File: src/rtl/control_pipeline_if.sv
// Handshake bundle between the ID-stage control unit/datapath and control_pipeline.
// The master side drives decoded ID controls plus the EX branch outcome; the slave side returns per-stage controls.
interface control_pipeline_if #(
  parameter int REG_AW    = 5,
  parameter int ALUCTRL_W = 3,
  parameter int CNT_W     = 32
);
  logic                 ValidD, RegWriteD, ALUSrcD, MemWriteD, ResultSrcD, BranchD;
  logic [ALUCTRL_W-1:0] ALUControlD;
  logic [REG_AW-1:0]    Rs1D, Rs2D, RdD;
  logic                 PCSrcE;

  logic                 RegWriteE, ALUSrcE, MemWriteE, ResultSrcE, BranchE, ValidE;
  logic [ALUCTRL_W-1:0] ALUControlE;
  logic [REG_AW-1:0]    Rs1E, Rs2E, RdE;
  logic                 RegWriteM, MemWriteM, ResultSrcM, ValidM;
  logic [REG_AW-1:0]    RdM;
  logic                 RegWriteW, ResultSrcW, ValidW;
  logic [REG_AW-1:0]    RdW;
  logic                 StallF, StallD, FlushD;
  logic [1:0]           ForwardAE, ForwardBE;
  logic [CNT_W-1:0]     InstRet;

  modport master (
    output ValidD, RegWriteD, ALUSrcD, MemWriteD, ResultSrcD, BranchD, ALUControlD,
           Rs1D, Rs2D, RdD, PCSrcE,
    input  RegWriteE, ALUSrcE, MemWriteE, ResultSrcE, BranchE, ALUControlE, Rs1E, Rs2E, RdE,
           ValidE, RegWriteM, MemWriteM, ResultSrcM, RdM, ValidM, RegWriteW, ResultSrcW, RdW,
           ValidW, StallF, StallD, FlushD, ForwardAE, ForwardBE, InstRet
  );

  modport slave (
    input  ValidD, RegWriteD, ALUSrcD, MemWriteD, ResultSrcD, BranchD, ALUControlD,
           Rs1D, Rs2D, RdD, PCSrcE,
    output RegWriteE, ALUSrcE, MemWriteE, ResultSrcE, BranchE, ALUControlE, Rs1E, Rs2E, RdE,
           ValidE, RegWriteM, MemWriteM, ResultSrcM, RdM, ValidM, RegWriteW, ResultSrcW, RdW,
           ValidW, StallF, StallD, FlushD, ForwardAE, ForwardBE, InstRet
  );
endinterface

File: src/rtl/control_pipeline.sv
// ID/EX, EX/MEM, MEM/WB control registers with load-use stall, bubble insertion,
// EX forwarding selects and a retired-instruction counter.
module control_pipeline #(
  parameter int REG_AW    = 5,
  parameter int ALUCTRL_W = 3,
  parameter int CNT_W     = 32
) (
  input  logic          clk,
  input  logic          rst,
  control_pipeline_if.slave bus
);
  typedef struct packed {
    logic                 reg_write;
    logic                 alu_src;
    logic                 mem_write;
    logic                 result_src;
    logic                 branch;
    logic [ALUCTRL_W-1:0] alu_ctrl;
    logic [REG_AW-1:0]    rs1;
    logic [REG_AW-1:0]    rs2;
    logic [REG_AW-1:0]    rd;
  } ex_t;

  ex_t               ex_d, ex_q;
  logic [3:1]        vld_pipe;  // [1]=E, [2]=M, [3]=W
  logic              reg_write_m, mem_write_m, result_src_m;
  logic [REG_AW-1:0] rd_m;
  logic              reg_write_w, result_src_w;
  logic [REG_AW-1:0] rd_w;
  logic [CNT_W-1:0]  inst_ret;
  logic              lu, flush_e;

  assign lu = vld_pipe[1] & ex_q.result_src & (ex_q.rd != '0) &
              ((ex_q.rd == bus.Rs1D) | (ex_q.rd == bus.Rs2D)) & bus.ValidD;
  assign flush_e = lu | bus.PCSrcE;

  // A bubble and a reset leave ID/EX in the same all-zero state.
  always_comb begin
    ex_d = '0;
    if (bus.ValidD && !flush_e)
      ex_d = '{reg_write: bus.RegWriteD, alu_src: bus.ALUSrcD, mem_write: bus.MemWriteD,
               result_src: bus.ResultSrcD, branch: bus.BranchD, alu_ctrl: bus.ALUControlD,
               rs1: bus.Rs1D, rs2: bus.Rs2D, rd: bus.RdD};
  end

  always_ff @(posedge clk) begin
    if (rst) begin
      ex_q         <= '0;
      vld_pipe     <= '0;
      reg_write_m  <= 1'b0;
      mem_write_m  <= 1'b0;
      result_src_m <= 1'b0;
      rd_m         <= '0;
      reg_write_w  <= 1'b0;
      result_src_w <= 1'b0;
      rd_w         <= '0;
      inst_ret     <= '0;
    end else begin
      ex_q         <= ex_d;
      vld_pipe     <= {vld_pipe[2:1], bus.ValidD & ~flush_e};
      reg_write_m  <= ex_q.reg_write;
      mem_write_m  <= ex_q.mem_write;
      result_src_m <= ex_q.result_src;
      rd_m         <= ex_q.rd;
      reg_write_w  <= reg_write_m;
      result_src_w <= result_src_m;
      rd_w         <= rd_m;
      if (vld_pipe[3]) inst_ret <= inst_ret + CNT_W'(1);
    end
  end

  function automatic logic [1:0] fwd_sel(input logic [REG_AW-1:0] src);
    if (vld_pipe[2] && reg_write_m && rd_m != '0 && rd_m == src) return 2'b10;
    if (vld_pipe[3] && reg_write_w && rd_w != '0 && rd_w == src) return 2'b01;
    return 2'b00;
  endfunction

  assign bus.ForwardAE = vld_pipe[1] ? fwd_sel(ex_q.rs1) : 2'b00;
  assign bus.ForwardBE = vld_pipe[1] ? fwd_sel(ex_q.rs2) : 2'b00;

  assign bus.StallF      = lu;
  assign bus.StallD      = lu;
  assign bus.FlushD      = bus.PCSrcE;
  assign bus.RegWriteE   = ex_q.reg_write;
  assign bus.ALUSrcE     = ex_q.alu_src;
  assign bus.MemWriteE   = ex_q.mem_write;
  assign bus.ResultSrcE  = ex_q.result_src;
  assign bus.BranchE     = ex_q.branch;
  assign bus.ALUControlE = ex_q.alu_ctrl;
  assign bus.Rs1E        = ex_q.rs1;
  assign bus.Rs2E        = ex_q.rs2;
  assign bus.RdE         = ex_q.rd;
  assign bus.ValidE      = vld_pipe[1];
  assign bus.RegWriteM   = reg_write_m;
  assign bus.MemWriteM   = mem_write_m;
  assign bus.ResultSrcM  = result_src_m;
  assign bus.RdM         = rd_m;
  assign bus.ValidM      = vld_pipe[2];
  assign bus.RegWriteW   = reg_write_w;
  assign bus.ResultSrcW  = result_src_w;
  assign bus.RdW         = rd_w;
  assign bus.ValidW      = vld_pipe[3];
  assign bus.InstRet     = inst_ret;
endmodule
File: src/flat_wrapper.sv
// flat-port wrapper written by rule: the top's interface ports become plain ports
module control_pipeline_flat 
#(
  parameter int REG_AW    = 5,
  parameter int ALUCTRL_W = 3,
  parameter int CNT_W     = 32
)
  (clk, rst, bus_ValidD, bus_RegWriteD, bus_ALUSrcD, bus_MemWriteD, bus_ResultSrcD, bus_BranchD, bus_ALUControlD, bus_Rs1D, bus_Rs2D, bus_RdD, bus_PCSrcE, bus_RegWriteE, bus_ALUSrcE, bus_MemWriteE, bus_ResultSrcE, bus_BranchE, bus_ALUControlE, bus_Rs1E, bus_Rs2E, bus_RdE, bus_ValidE, bus_RegWriteM, bus_MemWriteM, bus_ResultSrcM, bus_RdM, bus_ValidM, bus_RegWriteW, bus_ResultSrcW, bus_RdW, bus_ValidW, bus_StallF, bus_StallD, bus_FlushD, bus_ForwardAE, bus_ForwardBE, bus_InstRet);
  control_pipeline_if #(.REG_AW(REG_AW), .ALUCTRL_W(ALUCTRL_W), .CNT_W(CNT_W)) bus_i ();
  input  logic clk;
  input  logic rst;
  input wire logic [$bits(bus_i.ValidD)-1:0] bus_ValidD;
  input wire logic [$bits(bus_i.RegWriteD)-1:0] bus_RegWriteD;
  input wire logic [$bits(bus_i.ALUSrcD)-1:0] bus_ALUSrcD;
  input wire logic [$bits(bus_i.MemWriteD)-1:0] bus_MemWriteD;
  input wire logic [$bits(bus_i.ResultSrcD)-1:0] bus_ResultSrcD;
  input wire logic [$bits(bus_i.BranchD)-1:0] bus_BranchD;
  input wire logic [$bits(bus_i.ALUControlD)-1:0] bus_ALUControlD;
  input wire logic [$bits(bus_i.Rs1D)-1:0] bus_Rs1D;
  input wire logic [$bits(bus_i.Rs2D)-1:0] bus_Rs2D;
  input wire logic [$bits(bus_i.RdD)-1:0] bus_RdD;
  input wire logic [$bits(bus_i.PCSrcE)-1:0] bus_PCSrcE;
  output wire logic [$bits(bus_i.RegWriteE)-1:0] bus_RegWriteE;
  output wire logic [$bits(bus_i.ALUSrcE)-1:0] bus_ALUSrcE;
  output wire logic [$bits(bus_i.MemWriteE)-1:0] bus_MemWriteE;
  output wire logic [$bits(bus_i.ResultSrcE)-1:0] bus_ResultSrcE;
  output wire logic [$bits(bus_i.BranchE)-1:0] bus_BranchE;
  output wire logic [$bits(bus_i.ALUControlE)-1:0] bus_ALUControlE;
  output wire logic [$bits(bus_i.Rs1E)-1:0] bus_Rs1E;
  output wire logic [$bits(bus_i.Rs2E)-1:0] bus_Rs2E;
  output wire logic [$bits(bus_i.RdE)-1:0] bus_RdE;
  output wire logic [$bits(bus_i.ValidE)-1:0] bus_ValidE;
  output wire logic [$bits(bus_i.RegWriteM)-1:0] bus_RegWriteM;
  output wire logic [$bits(bus_i.MemWriteM)-1:0] bus_MemWriteM;
  output wire logic [$bits(bus_i.ResultSrcM)-1:0] bus_ResultSrcM;
  output wire logic [$bits(bus_i.RdM)-1:0] bus_RdM;
  output wire logic [$bits(bus_i.ValidM)-1:0] bus_ValidM;
  output wire logic [$bits(bus_i.RegWriteW)-1:0] bus_RegWriteW;
  output wire logic [$bits(bus_i.ResultSrcW)-1:0] bus_ResultSrcW;
  output wire logic [$bits(bus_i.RdW)-1:0] bus_RdW;
  output wire logic [$bits(bus_i.ValidW)-1:0] bus_ValidW;
  output wire logic [$bits(bus_i.StallF)-1:0] bus_StallF;
  output wire logic [$bits(bus_i.StallD)-1:0] bus_StallD;
  output wire logic [$bits(bus_i.FlushD)-1:0] bus_FlushD;
  output wire logic [$bits(bus_i.ForwardAE)-1:0] bus_ForwardAE;
  output wire logic [$bits(bus_i.ForwardBE)-1:0] bus_ForwardBE;
  output wire logic [$bits(bus_i.InstRet)-1:0] bus_InstRet;
  assign bus_i.ValidD = bus_ValidD;
  assign bus_i.RegWriteD = bus_RegWriteD;
  assign bus_i.ALUSrcD = bus_ALUSrcD;
  assign bus_i.MemWriteD = bus_MemWriteD;
  assign bus_i.ResultSrcD = bus_ResultSrcD;
  assign bus_i.BranchD = bus_BranchD;
  assign bus_i.ALUControlD = bus_ALUControlD;
  assign bus_i.Rs1D = bus_Rs1D;
  assign bus_i.Rs2D = bus_Rs2D;
  assign bus_i.RdD = bus_RdD;
  assign bus_i.PCSrcE = bus_PCSrcE;
  assign bus_RegWriteE = bus_i.RegWriteE;
  assign bus_ALUSrcE = bus_i.ALUSrcE;
  assign bus_MemWriteE = bus_i.MemWriteE;
  assign bus_ResultSrcE = bus_i.ResultSrcE;
  assign bus_BranchE = bus_i.BranchE;
  assign bus_ALUControlE = bus_i.ALUControlE;
  assign bus_Rs1E = bus_i.Rs1E;
  assign bus_Rs2E = bus_i.Rs2E;
  assign bus_RdE = bus_i.RdE;
  assign bus_ValidE = bus_i.ValidE;
  assign bus_RegWriteM = bus_i.RegWriteM;
  assign bus_MemWriteM = bus_i.MemWriteM;
  assign bus_ResultSrcM = bus_i.ResultSrcM;
  assign bus_RdM = bus_i.RdM;
  assign bus_ValidM = bus_i.ValidM;
  assign bus_RegWriteW = bus_i.RegWriteW;
  assign bus_ResultSrcW = bus_i.ResultSrcW;
  assign bus_RdW = bus_i.RdW;
  assign bus_ValidW = bus_i.ValidW;
  assign bus_StallF = bus_i.StallF;
  assign bus_StallD = bus_i.StallD;
  assign bus_FlushD = bus_i.FlushD;
  assign bus_ForwardAE = bus_i.ForwardAE;
  assign bus_ForwardBE = bus_i.ForwardBE;
  assign bus_InstRet = bus_i.InstRet;
  control_pipeline #(.REG_AW(REG_AW), .ALUCTRL_W(ALUCTRL_W), .CNT_W(CNT_W)) u_core (.clk(clk), .rst(rst), .bus(bus_i));
endmodule
File: config.mk
export PLATFORM = sky130hd
export DESIGN_NAME = control_pipeline_flat
export DESIGN_NICKNAME = d
export VERILOG_FILES = /design/src/rtl/control_pipeline_if.sv /design/src/rtl/control_pipeline.sv /design/src/flat_wrapper.sv
export SDC_FILE = /design/constraint.sdc
export NUM_CORES = 1
export LEC_CHECK = 0
export BUFFER_PORTS_ARGS = -buffer_cell sky130_fd_sc_hd__buf_2
export CAP_MARGIN = 25
export CELL_PAD_IN_SITES_DETAIL_PLACEMENT = 1
export CELL_PAD_IN_SITES_GLOBAL_PLACEMENT = 1
export CORE_AREA = 2 2 102 104
export CTS_BUF_LIST = sky130_fd_sc_hd__clkbuf_16
export DETAILED_ROUTE_END_ITERATION = 12
export DIE_AREA = 0 0 104 106
export PLACE_DENSITY = 0.86
export REMOVE_ABC_BUFFERS = 1
export SLEW_MARGIN = 20
export SYNTH_ARGS = -nofsm -noshare
export SYNTH_HDL_FRONTEND = slang
export SYNTH_SLANG_ARGS = --single-unit
File: constraint.sdc
create_clock -name clk -period 2.1 [get_ports clk]
set_clock_uncertainty 0.2 [all_clocks]
set_input_delay 0.21 -clock clk [delete_from_list [all_inputs] [get_ports clk]]
set_output_delay 0.21 -clock clk [all_outputs]
set_load 0.05 [all_outputs]
==> out/summary.txt <==
=================================================================================
Run status ......................................................... finished with violations
Violated checks .................................................... setup timing
Critical path launch point ......................................... u_core.bus.RdM[0]
Least-Margin Pin Slew ..............................................     0.564 ns
Start point of the worst hold path .................................          rst
Clock insertion delay at the later pin of the skew report ..........      0.33 ns
Ys async rst share .................................................            0
Count of final hold-check violations ...............................            0
Final worst path period share ......................................         1.15
Global-route wire length before repair .............................     17600 um
Yosys warning count ................................................            0
Area growth from synthesis to final layout .........................        53.2%
DRC violation total after the first TritonRoute iteration ..........           91
Count of clock tree sinks ..........................................           73
Synth Cell Area ....................................................    3210 um^2
Largest net degree at the start of global routing ..................           25
Worst hold path class .............................................. input pin to flip-flop
Maximum clock insertion buffer count ...............................            2
Core Rows ..........................................................           37
Residual overflow from global routing ..............................            0
Vias in the first global route .....................................         3545
Primary FF master, synth ........................................... sky130_fd_sc_hd__dfxtp_1
Critical-path cell list ............................................ or4_1 > o211ai_1 > buf_4 > nor4_4 > nor3_1 > buf_4
DRC violation count after routing ..................................            0
Via count ..........................................................         3286
Routability-driven placement congestion ratio ......................        0.913
Number of endpoints failing setup at the final stage ...............            4
Nature of the critical path endpoint ...............................   output pin
Antenna violations before repair ...................................            0
Sequential area share after synthesis ..............................        0.455
Fraction of layout instances using a drive strength above 1 ........        0.410
Critical path fanouts, max .........................................            2
Leakage power figure ...............................................   0.00227 uW
I/O pin total ......................................................          107
Worst setup slack before clock tree synthesis ......................   -0.0170 ns
Flop-to-flop setup slack ...........................................      0.05 ns
Final wirelength ...................................................     11600 um
Critical path class ................................................ flip-flop to output pin
Root buffer cell ................................................... sky130_fd_sc_hd__clkbuf_16
Area share of the largest cell type after synthesis ................        0.455
Die W ..............................................................       104 um
Worst IR drop on VDD ...............................................     0.460 mV
H-tree depth .......................................................            3
Routed WL per cell .................................................      17.4 um
Final HPWL DP ......................................................      7580 um
Flop and latch count out of synthesis ..............................           73
Pins over their slew limit .........................................            0
Clock buffer count from CTS ........................................            9
Number of nets in the layout .......................................          551
Number of inserted diodes ..........................................            0
Reg-to-reg critical path startpoint ................................ u_core.bus.InstRet[18]
Headroom to the max-slew limit .....................................        0.623
Antenna-violating nets left ........................................            0
Vias per Instance ..................................................         4.96
CORE AREA ..........................................................   10000 um^2
Setup repair after global routing missed its margin ................         true
Nature of the critical path startpoint .............................    flip-flop
Die area ...........................................................   11000 um^2
GRT Total Usage ....................................................        0.198
Initial core utilization ...........................................        0.321
Final worst path period need .......................................      2.41 ns
Setup slack after layout ...........................................    -0.312 ns
Filler Cells Inserted ..............................................         1186
Post-synth EDFFs ...................................................            0
Quantity of I/O buffers inserted on ports ..........................          106
Height of the die ..................................................       106 um
Maximum capacitance violations .....................................            0
Instance count of the mapped netlist ...............................          352
Most frequent cells in the layout .................................. 99 x sky130_fd_sc_hd__buf_2, 60 x sky130_fd_sc_hd__dfxtp_1, 52 x sky130_fd_sc_hd__buf_4
Slowest CP cell .................................................... sky130_fd_sc_hd__or4_1
Upper clock frequency limit ........................................      415 MHz
Top cells by area in the synthesized netlist ....................... sky130_fd_sc_hd__dfxtp_1 45%, sky130_fd_sc_hd__xnor2_1 6.5%, sky130_fd_sc_hd__nor2b_1 4.9%
Post-layout total power ............................................      3220 uW
Largest area contributor in the synthesized netlist ................ sky130_fd_sc_hd__dfxtp_1
Number of optimization iterations in the first detailed-route pass .            4
Post-synth cell types ..............................................           36
Clock slew at reported path FFs ....................................      0.06 ns
Syn_area_per_cell ..................................................    9.13 um^2
Clock tree from TritonCTS ..........................................          yes
Most common library cell in the layout ignoring fill and taps ...... sky130_fd_sc_hd__buf_2
CP most frequent cell .............................................. sky130_fd_sc_hd__buf_4
Biggest cell delay along the critical path .........................      0.52 ns
Data arrival time of the critical path .............................      2.00 ns
PwrDens ............................................................  655 nW/um^2
Worst path required time ...........................................      1.69 ns
Setup TNS ..........................................................    -0.999 ns
=================================================================================
[cell type report]
class | count | area (um^2) | share of cell area
timing repair buffer | 181 | 1200 | 0.244
clock buffer | 9 | 225 | 0.0458
multi-input combinational | 241 | 1710 | 0.348
sequential | 73 | 1480 | 0.300
clock inverter | 6 | 68.8 | 0.0140
inverter | 17 | 63.8 | 0.0130
tap | 136 | 170 | 0.0346
[final timing paths]
check                            to  cells past startpoint
max                bus_ForwardBE[0]                      6
min          u_core.bus.InstRet[24]                      2
max reg2reg  u_core.bus.InstRet[27]                      5
min reg2reg    u_core.bus.RegWriteM                      1
[cell families (layout without fill, tap and decap cells)]
logic type	Yosys count	in the layout	share of synthesized area
xor+xnor	41	41	0.112
flops	73	73	0.455
buf+inv	38	213	0.0530
fa+ha+maj	1	1	0.00389
simple gates	138	138	0.246
compound gates	52	52	0.0989
mux	9	9	0.0312
[where the power goes]
group	total (uW)	switching, uW	internal, uW	leakage [uW]
Clock	1510	594	919	0.000142
Sequential	1420	20.2	1400	0.000597
Combinational	288	179	109	0.00153
Total	3220	793	2430	0.00227
[flip-flops by register name (all words and copies together), names as in the netlist, 3 cells and up]
name                    count
u_core.bus.InstRet         32
u_core.bus.RdE              5
u_core.bus.RdM              5
u_core.bus.RdW              5
u_core.bus.Rs1E             5
u_core.bus.Rs2E             5
u_core.bus.ALUControlE      3
u_core.vld_pipe             3
[cells in the mapped netlist (2+ instances only)]
| cell | number |
|---|---|
| sky130_fd_sc_hd__nand4_1 | 7 |
| sky130_fd_sc_hd__buf_2 | 4 |
| sky130_fd_sc_hd__and2_1 | 4 |
| sky130_fd_sc_hd__nor2b_1 | 25 |
| sky130_fd_sc_hd__or3_1 | 6 |
| sky130_fd_sc_hd__mux2_2 | 7 |
| sky130_fd_sc_hd__nor3_1 | 10 |
| sky130_fd_sc_hd__inv_1 | 17 |
| sky130_fd_sc_hd__clkbuf_1 | 13 |
| sky130_fd_sc_hd__o21ai_0 | 5 |
| sky130_fd_sc_hd__or4_1 | 11 |
| sky130_fd_sc_hd__dfxtp_1 | 73 |
| sky130_fd_sc_hd__a21oi_1 | 24 |
| sky130_fd_sc_hd__xnor2_1 | 24 |
| sky130_fd_sc_hd__nand3_1 | 23 |
| sky130_fd_sc_hd__o31ai_1 | 7 |
| sky130_fd_sc_hd__and4_1 | 4 |
| sky130_fd_sc_hd__buf_6 | 2 |
| sky130_fd_sc_hd__nand2_1 | 14 |
| sky130_fd_sc_hd__xor2_1 | 17 |
| sky130_fd_sc_hd__nor2_1 | 22 |
| sky130_fd_sc_hd__buf_4 | 2 |
| sky130_fd_sc_hd__a211oi_1 | 13 |
| sky130_fd_sc_hd__nor4_1 | 6 |
[critical path, delay by kind of cell, from the launching register on]
kind                   cells  cell delay (ns)
AOI/OAI and AO/OA          1             0.18
buffers and inverters      2             0.42
and+or+nand+nor            3             0.76
DFF                        1             0.32
[repair_timing]
item                                    CTS  global route
hold buffers                             23             0
endpoints found under the setup margin    7            20
cloned                                    0             1
endpoints found under the hold margin    23             0
pin swaps                                 7            11
resized for setup                        18            31
setup buffers                             2             5
[routing by layer]
layer	share of wire	vias to the layer above	GRT usage
li1	-	1564	-
met1	0.39	1588	0.195
met2	0.53	107	0.385
met3	0.054	27	0.0521
met4	0.033	0	0.0927
met5	0	-	0
[metrics by stage]
stage / instance area (um^2) / util / instances / hold WS (ns)
global placement: 4150 / 0.415 / 619 / 0.226
CTS: 4750 / 0.475 / 659 / 0.0555
floorplan: 3110 / - / 331 / 0.0791
detailed placement: 4150 / 0.415 / 619 / 0.233
global route: 4920 / 0.492 / 663 / 0.0873
finish: 4920 / 0.492 / 663 / 0.0641
No activity file was read; power rests on OpenSTA's default activity.
